## src/rtl/rr_stream_mux_pkg.sv

```systemverilog
// Shared constants and small index helpers for the round-robin stream mux.
package rr_stream_mux_pkg;

  localparam int ARB_FIXED = 0;
  localparam int ARB_RR    = 1;

  // Channel visited at step k of a search that starts at base and wraps at n.
  function automatic int chan_at(input int base, input int k, input int n);
    return (base + k >= n) ? (base + k - n) : (base + k);
  endfunction

  function automatic int wrap_inc(input int idx, input int n);
    return (idx >= n - 1) ? 0 : idx + 1;
  endfunction

endpackage

```

## src/rtl/rr_stream_mux_arbiter.sv

```systemverilog
// Combinational one-hot arbiter: round-robin from ptr, or lowest index first.
// No state; the caller owns the pointer and decides when it advances.
module rr_arbiter
  import rr_stream_mux_pkg::*;
#(
  parameter int N_IN    = 4,
  parameter int RR_MODE = ARB_RR,
  parameter int SEL_W   = $clog2(N_IN)
) (
  input  logic [N_IN-1:0]  req,
  input  logic             en,
  input  logic [SEL_W-1:0] ptr,
  output logic [N_IN-1:0]  gnt,
  output logic [SEL_W-1:0] gnt_idx
);

  logic [SEL_W-1:0] w_base;
  logic [SEL_W-1:0] w_c;

  assign w_base = (RR_MODE == ARB_RR) ? ptr : '0;

  // The first hit wins; later hits are masked because gnt is already non-zero.
  always_comb begin
    gnt     = '0;
    gnt_idx = '0;
    w_c     = '0;
    for (int k = 0; k < N_IN; k++) begin
      w_c = SEL_W'(chan_at(int'(w_base), k, N_IN));
      if (en && (gnt == '0) && req[w_c]) begin
        gnt[w_c] = 1'b1;
        gnt_idx  = w_c;
      end
    end
  end

endmodule

```

## src/rtl/rr_stream_mux.sv

```systemverilog
// N-input valid/ready stream mux with one registered output stage; 1-cycle latency.
// Inputs are granted only when the stage is empty or draining, so a stall holds everything.
module rr_stream_mux
  import rr_stream_mux_pkg::*;
#(
  parameter int N_IN    = 4,
  parameter int WIDTH   = 32,
  parameter int RR_MODE = ARB_RR,
  parameter int SEL_W   = $clog2(N_IN)
) (
  input  logic                    clk,
  input  logic                    rst_n,
  input  logic [N_IN*WIDTH-1:0]   in_data,
  input  logic [N_IN-1:0]         in_valid,
  output logic [N_IN-1:0]         in_ready,
  output logic [WIDTH-1:0]        out_data,
  output logic                    out_valid,
  input  logic                    out_ready,
  output logic [SEL_W-1:0]        out_sel
);

  logic             w_load;
  logic             w_en;
  logic             w_gnt_vld;
  logic [N_IN-1:0]  w_gnt;
  logic [SEL_W-1:0] w_gnt_idx;
  logic [SEL_W-1:0] w_ptr_nxt;
  logic [WIDTH-1:0] w_sel_data;
  logic [WIDTH-1:0] w_ch_data [N_IN];

  logic             r_out_valid;
  logic [WIDTH-1:0] r_out_data;
  logic [SEL_W-1:0] r_out_sel;
  logic [SEL_W-1:0] r_ptr;

  for (genvar i = 0; i < N_IN; i++) begin : g_unpack
    assign w_ch_data[i] = in_data[i*WIDTH +: WIDTH];
  end

  assign w_load = !r_out_valid || out_ready;
  // Gating with rst_n keeps every in_ready low while reset is held.
  assign w_en   = w_load && rst_n;

  rr_arbiter #(
    .N_IN    (N_IN),
    .RR_MODE (RR_MODE),
    .SEL_W   (SEL_W)
  ) u_arb (
    .req     (in_valid),
    .en      (w_en),
    .ptr     (r_ptr),
    .gnt     (w_gnt),
    .gnt_idx (w_gnt_idx)
  );

  assign w_gnt_vld  = |w_gnt;
  assign w_sel_data = w_ch_data[w_gnt_idx];
  assign w_ptr_nxt  = SEL_W'(wrap_inc(int'(w_gnt_idx), N_IN));

  always_ff @(posedge clk or negedge rst_n) begin
    if (!rst_n) begin
      r_out_valid <= 1'b0;
      r_out_data  <= '0;
      r_out_sel   <= '0;
      r_ptr       <= '0;
    end else if (w_load) begin
      if (w_gnt_vld) begin
        r_out_valid <= 1'b1;
        r_out_data  <= w_sel_data;
        r_out_sel   <= w_gnt_idx;
        if (RR_MODE == ARB_RR) begin
          r_ptr <= w_ptr_nxt;
        end
      end else begin
        // Drain with nothing to refill: data and source index keep their last value.
        r_out_valid <= 1'b0;
      end
    end
  end

  assign in_ready  = w_gnt;
  assign out_valid = r_out_valid;
  assign out_data  = r_out_data;
  assign out_sel   = r_out_sel;

endmodule

```

## config.mk

```make
export PLATFORM = sky130hd
export DESIGN_NAME = rr_stream_mux
export DESIGN_NICKNAME = d
export VERILOG_FILES = /design/src/rtl/rr_stream_mux_pkg.sv /design/src/rtl/rr_stream_mux_arbiter.sv /design/src/rtl/rr_stream_mux.sv
export SDC_FILE = /design/constraint.sdc
export NUM_CORES = 1
export LEC_CHECK = 0
export ABC_AREA = 1
export BUFFER_PORTS_ARGS = -buffer_cell sky130_fd_sc_hd__buf_2
export CAP_MARGIN = 20
export CORE_ASPECT_RATIO = 0.7
export CORE_MARGIN = 2
export CORE_UTILIZATION = 52
export DETAILED_ROUTE_END_ITERATION = 10
export GPL_TIMING_DRIVEN = 0
export PLACE_DENSITY = 0.87
export SLEW_MARGIN = 20
export SYNTH_ARGS = -nofsm -noshare
export SYNTH_HDL_FRONTEND = slang
export SYNTH_SLANG_ARGS = --single-unit
```

## constraint.sdc

```tcl
create_clock -name clk -period 8.2 [get_ports clk]
set_input_delay 0.41 -clock clk [delete_from_list [all_inputs] [get_ports clk]]
set_output_delay 0.41 -clock clk [all_outputs]
set_load 0.005 [all_outputs]
```

==> results of run 1 <==
==> metrics by stage <==
step / hold WS, ns / setup WS [ns] / std cells / cell area, um2
finish: 0.223 / 4.46 / 918 / 4900
global route: 0.284 / 4.09 / 918 / 4900
CTS: 0.266 / 4.46 / 918 / 4900
detailed placement: 0.494 / 4.23 / 910 / 4810
global placement: 0.493 / 4.38 / 910 / 4810
floorplan: 0.114 / 5.13 / 639 / 3820
==> worst max-delay path by stage <==
stage          slack (ns)  cells past startpoint        to
2_1_floorplan        5.13                     18  r_ptr[1]
4_1_cts              4.46                     18  r_ptr[1]
5_1_grt              4.09                     18  r_ptr[1]
3_3_place_gp         4.38                     18  r_ptr[1]
6_report             4.46                     18  r_ptr[1]
3_5_place_dp         4.23                     18  r_ptr[1]
==> flip-flops by register name (all words and copies together), names as in the netlist <==
name / count
r_ptr: 2
out_sel: 2
out_valid: 1
out_data: 32
==> power groups by stage <==
stage / clock, mW / combinational, mW / sequential, mW
floorplan: 0 / 1.53 / 0.359
global placement: 0 / 2.01 / 0.363
finish: 0.124 / 2.10 / 0.365
global route: 0.136 / 2.36 / 0.374
CTS: 0.128 / 2.08 / 0.363
detailed placement: 0 / 2.07 / 0.364
==> area by class of cell <==
cell class | count | area (um2)
Tap cell | 98 | 123
Clock inverter | 2 | 10.0
Clock buffer | 6 | 72.6
Timing Repair Buffer | 173 | 866
Inverter | 142 | 538
Fill cell | 688 | 2330
Sequential cell | 37 | 926
Multi-Input combinational cell | 420 | 2140
Buffer | 40 | 224
==> worst max-delay path, cell delays in order, from the launching register on <==
cell and delay [ns]:
dfrtp_1 0.49, inv_1 0.21, ha_1 0.39, inv_1 0.10, o211ai_1 0.10, nand3_1 0.11, nor2_2 0.22, nand3_1 0.12
nand2_1 0.15, nor2_4 0.06, nand4_1 0.13, nand3_1 0.14, nor2_4 0.20, nand2_4 0.14, o21ai_2 0.32, buf_2 0.31
ha_1 0.27, nand2_1 0.06, o21ai_0 0.08
==> layout by cell type, fill, tap and decap left out <==
master    instances
a21boi_2          1
a21oi_1           1
buf_2           205
buf_4             1
buf_6             4
clkbuf_1          4
clkbuf_8          5
clkinv_2          2
dfrtp_1          37
ha_1              9
inv_1           139
inv_2             2
inv_6             1
nand2_1         155
nand2_2           5
nand2_4           1
nand3_1         209
nand3_2           5
nand3_4           1
nand4_1           2
nor2_1            5
nor2_2            1
nor2_4            6
nor2_8            1
o211ai_1          1
o21ai_0           9
o21ai_1           1
o21ai_2           3
o21bai_2          1
o21bai_4          2
o31ai_2           1
==> kinds of logic (layout without fill, tap and decap cells) <==
logic type,after synthesis,in the layout,share of synthesized area (%)
AND/OR/NAND/NOR,391,391,48.7
flip-flops,37,37,24.2
buffers and inverters,182,363,19.9
adder cells (fa/ha/maj),9,9,2.94
AO/OA/AOI/OAI,20,20,4.22
==> layer usage <==
layer | wire (um) | up-vias | GRT usage (%)
li1 | - | 2353 | -
met1 | 4980 | 2151 | 38.3
met2 | 5770 | 287 | 52.3
met3 | 1280 | 17 | 5.05
met4 | 137 | 0 | 7.79
met5 | 0 | - | 0
==> run metrics, run 1 <==
Initial Utilization=53.0%; Syn Std Cell Area=between 3000 and 4000 um2; CTS tree=built; Final Util=67.8%; Reg clk slew, reported paths=0.07 ns; clock power share=roughly 4.8%; Routability Congestion=between 0.9 and 1; Worst Hold Class=primary input to async pin; WP data required=approximately 8.4 ns; Post-CTS Setup Bufs=0; Buffers on Ports=173; layout cells sized above 1=between 30% and 40%; Vias/cell=~5.2; status=complete, no violations; CTS H-tree lvls=2; Worst setup SP type=flip-flop; CP Max Fanout=10; wirelength, routed=approximately 12 mm; Net Count, Synth=about 780; count leader, synth=nand3_1; Seq pwr share=roughly 14%; Worst slew margin=between 40% and 50%; Yosys cell types=29; setup_tns=0 ns; reg-to-reg critical path endpoint=r_ptr[1]; RSZ-0062 raised after global routing=no; first-pass GRT wire length=about 19 mm; TritonCTS Buffers=5; antenna violations before repair=0; largest net degree at the start of global routing=39; full die area=8070 um2; Pins Over Slew Limit=0; reg2reg setup slack=between 4 and 5 ns; final hold violation count=0; grt ovf=0; ranking of synthesized cells by area=nand3_1 (27%), dfrtp_1 (24%), nand2_1 (15%); first drt pass iteration count=5; Max Cap Viol=0; P_sw=1.48 mW; post-CTS sizing=0; clk sink count=37; Ports=~170; Post-synth EDFFs=0; VDD IR max=around 0.26 mV; WL/cell=roughly 13 um; Power Total=~2.6 mW; Inserted Diodes=0; YS warnings=0; Mapped Avg Cell Area=5.99 um2; final worst-path cycle share=between 40% and 50%; Max Fclk=267 MHz; power density over cell area=529 nW/um2; die height=about 76 um; asr flop ratio synth=100%; Die X-Extent=107 um; area leader, netlist=nand3_1; floorplan core area=7220 um2; worst slew pin tran=roughly 0.85 ns; Post-DRT Antenna Nets=0; Int Pwr=about 1.1 mW; Final Setup Violations=0; CTS Hold Buffers Added=0; Critical Path Sink Type=flip-flop; Comb pwr share=roughly four fifths; vias in the first global route=around 4,200; via count=~4,800; # rows=26; later-pin clock latency in the skew report=0.28 ns; register area share after synthesis=between 20 and 25%; Area Overhead vs Synth=28.0%; dpl hpwl=a little over 9 mm; nets=roughly 960; DR DRC count=0; clk_skew=0.00382 ns; #FFs+latches synth=37; reg-to-reg startpoint=r_ptr[1]; sw frac=57.0%; Crit Path Category=flip-flop to flip-flop; share of the synthesized area in the top cell type=between 20% and 30%; Syn Inst Count=approximately 640; starting DRC count in detailed routing=313; Commonest cells post-synth=nand3_1 (209), nand2_1 (155), inv_1 (139); Worst EP arrival=3.90 ns; ys flop type=dfrtp_1; Period minus WS final=roughly 3.7 ns; worst reg2reg path depth=18; worst setup path start=r_ptr[1]; clock tree buffer depth=2; total track usage=between 20% and 30%; clock root buffer=clkbuf_8; Leak=between 3 and 4 nW
Power figures use the tool's default switching activity.
==> inputs of run 2 (changes only) <==
--- a/config.mk
+++ b/config.mk
@@ -5,15 +5,15 @@
 export SDC_FILE = /design/constraint.sdc
 export NUM_CORES = 1
 export LEC_CHECK = 0
-export ABC_AREA = 1
+export ABC_AREA = 0
 export BUFFER_PORTS_ARGS = -buffer_cell sky130_fd_sc_hd__buf_2
 export CAP_MARGIN = 20
 export CORE_ASPECT_RATIO = 0.7
 export CORE_MARGIN = 2
-export CORE_UTILIZATION = 52
+export CORE_UTILIZATION = 45
 export DETAILED_ROUTE_END_ITERATION = 10
 export GPL_TIMING_DRIVEN = 0
-export PLACE_DENSITY = 0.87
+export PLACE_DENSITY = 0.81
 export SLEW_MARGIN = 20
 export SYNTH_ARGS = -nofsm -noshare
 export SYNTH_HDL_FRONTEND = slang
==> constraint.sdc (replaced) <==
create_clock -name clk -period 3.7 [get_ports clk]
set_input_delay 0.185 -clock clk [delete_from_list [all_inputs] [get_ports clk]]
set_output_delay 0.185 -clock clk [all_outputs]
set_load 0.005 [all_outputs]
==> run metrics, run 2 <==
ranking of synthesized cells by area=dfrtp_1 (30%), a211oi_2 (10%), mux2i_1 (10%); Vias/cell=5.38; YS warnings=0; CTS H-tree lvls=2; worst slew pin tran=0.964 ns; first-pass GRT wire length=around 15 mm; floorplan core area=6730 um2; reg-to-reg critical path endpoint=out_data[31]; total track usage=25.1%; Pins Over Slew Limit=0; Max stage delay on crit path=around 0.53 ns; Max Fclk=between 200 and 300 MHz; Post-synth EDFFs=0; CP Max Fanout=10; Leak=2.39 nW; dpl ws=-0.564 ns; setup_tns=0 ns; WP data required=around 3.9 ns; Crit Path Category=flip-flop to flip-flop; wirelength, routed=slightly above 10 mm; WL/cell=16.0 um; most frequent cells in the layout=buf_2 (173), nand2_1 (42), nor2_1 (39), and3_1 (35), dfrtp_1 (35); #FFs+latches synth=37; Routability Congestion=about 0.86; TritonCTS Buffers=5; Placed Cells=607; via count=3,412; count leader, synth=nand2_1; Period minus WS final=around 3.7 ns; Worst slew margin=between 30 and 40%; Final Util=between 60 and 70%; CTS Hold Buffers Added=0; Reg clk slew, reported paths=0.07 ns; CTS tree=built; worst reg2reg path depth=15; RSZ-0062 raised after global routing=yes; Power Total=approximately 5.4 mW; Net Count, Synth=about 480; Yosys cell types=50; power density over cell area=1190 nW/um2; commonest non-fill, non-tap cell in the layout=buf_2; Critical Path Sink=out_data[31]; DR DRC count=0; Inserted Diodes=0; CP Depth=15; asr flop ratio synth=100%; Mapped Avg Cell Area=9.16 um2; Worst Hold Class=primary input to async pin; Worst EP arrival=3.84 ns; Design Area, Final=4540 um2; first drt pass iteration count=4; Syn Std Cell Area=3110 um2; Area after DPL=about 4100 um2; Filler cells=roughly 560; CP max stage cell=or4_4; clock root buffer=clkbuf_8; Final WS setup=0.0483 ns; final worst-path cycle share=98.7%; reg-to-reg startpoint=r_ptr[0]; reg2reg setup slack=0.05 ns; Critical Path Sink Type=flip-flop; worst setup path start=r_ptr[0]; vias in the first global route=a little over 3,000; share of the synthesized area in the top cell type=between 20% and 30%; clk sink count=37; Post-DRT Antenna Nets=0; largest net degree at the start of global routing=between 40 and 50; Die X-Extent=between 100 and 150 um; nets=between 600 and 700; most frequent CP cell=buf_4; clock tree buffer depth=2; Buffers on Ports=approximately 170; VDD IR max=around 0.63 mV; area leader, netlist=dfrtp_1; dpl hpwl=between 7 and 8 mm; Initial Utilization=46.3%; later-pin clock latency in the skew report=a little under 0.3 ns; buffer and inverter count on the worst path=6; layout cells sized above 1=roughly 51%; ys flop type=dfrtp_1; starting DRC count in detailed routing=around 160; Layout Cells excl Fill=approximately 630; worst hold margin=approximately 0.048 ns; # rows=25; Worst setup SP type=flip-flop; CP delay by family, top=simple AND/OR/NAND/NOR gates; final hold violation count=0; Critical Path, Cell by Cell=buf_8 > clkinvlp_4 > buf_4 > ha_2 > or4_4 > a22o_4 > nor3_4 > nor4_4 > buf_4 > a211o_4 > nor3b_4 > buf_4 > buf_4 > and3_1 > a211oi_1; antenna violations before repair=0; Final Setup Violations=0; full die area=approximately 7600 um2; die height=approximately 74 um; status=complete, no violations; grt ovf=0; register area share after synthesis=29.7%; Ports=roughly 170; max FFs per register=32; Max Cap Viol=0; Commonest cells post-synth=nand2_1 (42), nor2_1 (40), dfrtp_1 (37); clk_skew=~0.0028 ns; Area Overhead vs Synth=45.9%; Syn Inst Count=340
run 2: final cells by class:
class / count / area [um2] / share of cell area (%)
well taps: 94 / 118 / 2.59
repair buffers: 192 / 1020 / 22.5
multi-input cells: 276 / 2130 / 46.9
clock buffers: 6 / 82.6 / 1.82
clock inverters: 2 / 37.5 / 0.826
inverters: 4 / 18.8 / 0.413
flip-flops and latches: 37 / 928 / 20.4
plain buffers: 23 / 208 / 4.57
run 2: kinds of logic after synthesis:
family          count (synthesis)  synth area share [%]
compound gates                 56                  18.7
mux                            37                  13.5
fa+ha+maj                       9                  3.62
simple gates                  174                  29.2
buf+inv                        27                  5.18
flops                          37                  29.7
run 2: per-layer routing:
layer	vias up	track usage (%)	part of all wire (%)
met5	-	0	0
met4	0	6.43	1.4
met3	16	3.62	6.8
met2	180	41.6	48
met1	1596	34.6	44
li1	1620	-	-
run 2: repair_timing:
action	CTS	global route
setup endpoints to repair	37	35
gates resized for setup	16	36
setup buffers	12	7
pin swaps	1	4
run 2: power by group:
group	switching (mW)	leakage [nW]	total, mW	internal, mW
Clock	0.149	0.0574	0.369	0.219
Combinational	2.25	1.93	4.27	2.02
Sequential	0.119	0.410	0.782	0.663
Total	2.52	2.39	5.42	2.90
run 2: how the worst min path moves through the flow:
stage | startpoint | to | cells after the start
after floorplan | rst_n | out_data[0] | 0
after global placement | rst_n | r_ptr[1] | 1
after detailed placement | rst_n | out_data[15] | 1
after CTS | rst_n | out_data[20] | 1
after global routing | rst_n | out_data[29] | 1
final | rst_n | r_ptr[0] | 1
==> inputs of run 3 (changes only) <==
--- a/config.mk
+++ b/config.mk
@@ -7,9 +7,8 @@
 export LEC_CHECK = 0
 export ABC_AREA = 0
 export BUFFER_PORTS_ARGS = -buffer_cell sky130_fd_sc_hd__buf_2
-export CAP_MARGIN = 20
+export CAP_MARGIN = 25
 export CORE_ASPECT_RATIO = 0.7
-export CORE_MARGIN = 2
 export CORE_UTILIZATION = 45
 export DETAILED_ROUTE_END_ITERATION = 10
 export GPL_TIMING_DRIVEN = 0
==> constraint.sdc (replaced) <==
create_clock -name clk -period 3.7 [get_ports clk]
set_input_delay 0.185 -clock clk [delete_from_list [all_inputs] [get_ports clk]]
set_output_delay 0.185 -clock clk [all_outputs]
set_load 0.05 [all_outputs]
==> run metrics, run 3 (synthesis results as in run 2) <==
status=complete, no violations; final hold violation count=0; via count=approximately 3,400; setup_tns=0 ns; vias in the first global route=roughly 3,200; nets=between 600 and 700; WP data required=roughly 3.9 ns; Worst setup SP type=flip-flop; Crit Path Category=flip-flop to flip-flop; Pins Over Slew Limit=0; commonest non-fill, non-tap cell in the layout=buf_2; dpl ws=-0.476 ns; Worst EP arrival=3.75 ns; area of the multi-input gates=around 2200 um2; Final Setup Violations=0; Final WS setup=0.111 ns; Max Fclk=roughly 280 MHz; Worst Hold Class=primary input to flip-flop; clock root buffer=clkbuf_8; final worst-path cycle share=between 90% and 100%; Worst slew margin=approximately half; antenna violations before repair=0; grt ovf=0; CTS tree=built; floorplan core area=6460 um2; Ports=around 170; Routability Congestion=0.941; first drt pass iteration count=5; Inserted Diodes=0; Post-DRT Antenna Nets=0; # rows=24; max FFs per register=32; Storage cell area=about 930 um2; RSZ-0062 raised after global routing=no; later-pin clock latency in the skew report=around 0.29 ns; Final Util=71.3%; CTS H-tree lvls=2; wirelength, routed=10.5 mm; Reg clk slew, reported paths=around 0.080 ns; Layout Cells excl Fill=between 600 and 700; largest net degree at the start of global routing=46; clk sink count=37; Area Overhead vs Synth=47.8%; first-pass GRT wire length=roughly 15 mm; Buffers on Ports=173; Period minus WS final=~3.6 ns; Placed Cells=about 600; CP Max Fanout=5; clock tree buffer depth=2; TritonCTS Buffers=5; WL/cell=roughly 17 um; most frequent CP cell=buf_4; starting DRC count in detailed routing=between 100 and 150; dpl hpwl=between 7 and 8 mm; Initial Utilization=~48%; Filler cells=a little over 500; Die X-Extent=just over 100 um; Max stage delay on crit path=between 0.5 and 0.6 ns; CP max stage cell=or4_4; Vias/cell=roughly 5.4; most frequent cells in the layout=buf_2 (174), nand2_1 (42), nor2_1 (39), dfrtp_1 (36), and3_1 (35); Critical Path, Cell by Cell=buf_6 > clkinvlp_4 > ha_1 > or4_4 > a21bo_4 > o2111ai_4 > nor4_4 > buf_4 > buf_4 > o21a_4 > nor3b_4 > buf_4 > buf_6 > and3_1 > a211oi_4; full die area=between 7000 and 8000 um2; layout cells sized above 1=around half; DR DRC count=0; Critical Path Sink Type=flip-flop; worst slew pin tran=between 0.7 and 0.8 ns; Max Cap Viol=0; total track usage=between 20 and 30%; die height=71.6 um; clk_skew=0.00649 ns
-- run 3: changes by cell type in the layout (fill, tap and decap cells not counted), sizes merged --
cell         change
buf              +5
clkbuf           -3
dlygate4sd3      +1
-- run 3: worst max-delay path: cells and delay by family, from the launching register on --
family	cells	cell delay (ns)
AND/OR/NAND/NOR	4	1.06
AO/OA/AOI/OAI	4	0.87
buffers and inverters	6	0.85
adder cells (fa/ha/maj)	1	0.30
flip-flops	1	0.38
-- run 3: what timing repair did --
action / 4_1_cts / 5_1_grt
gates resized for setup: 12 / 43
gates cloned: 0 / 1
hold buffers: 0 / 1
setup buffers: 9 / 10
pin swaps: 1 / 5
setup endpoints to repair: 40 / 35
endpoints found under the hold margin: 0 / 14
-- run 3: final cells by class --
type / instances / share of cell area (%)
Buffer: 23 / 4.49
Timing Repair Buffer: 195 / 22.7
Tap cell: 91 / 2.47
Sequential cell: 37 / 20.1
Multi-Input combinational cell: 276 / 47.1
Clock inverter: 2 / 0.816
Inverter: 4 / 0.408
Clock buffer: 6 / 1.79
-- run 3: path summary, 6_finish.rpt --
path / startpoint / slack (ns) / to / cells after the start
setup / recovery: r_ptr[0] / 0.11 / out_data[6] / 15
hold / removal: in_data[63] / 0.23 / out_data[31] / 3
min in group asynchronous: rst_n / 0.36 / out_data[12] / 2
max in group asynchronous: rst_n / 2.85 / r_ptr[1] / 3
setup reg to reg: r_ptr[0] / 0.11 / out_data[6] / 15
hold reg to reg: out_sel[1] / 0.50 / out_sel[1] / 2
-- run 3: metal layers --
metal	vias to the layer above	wire length (um)	global-route usage [%]
met5	-	0	0
met1	1594	4310	35.4
li1	1619	-	-
met3	23	843	6.05
met4	0	214	8.86
met2	182	5160	47.0
-- run 3: through the flow --
step	instance area (um2)	hold slack (ns)
floorplan	3130	-0.111
global placement	4110	0.376
detailed placement	4110	0.382
CTS	4350	0.0650
global route	4600	0.233
finish	4600	0.225
Power of run 3 is left out: the tool's default activity adds up to more than one toggle a clock period on the data nets, which glitch-free logic cannot reach.
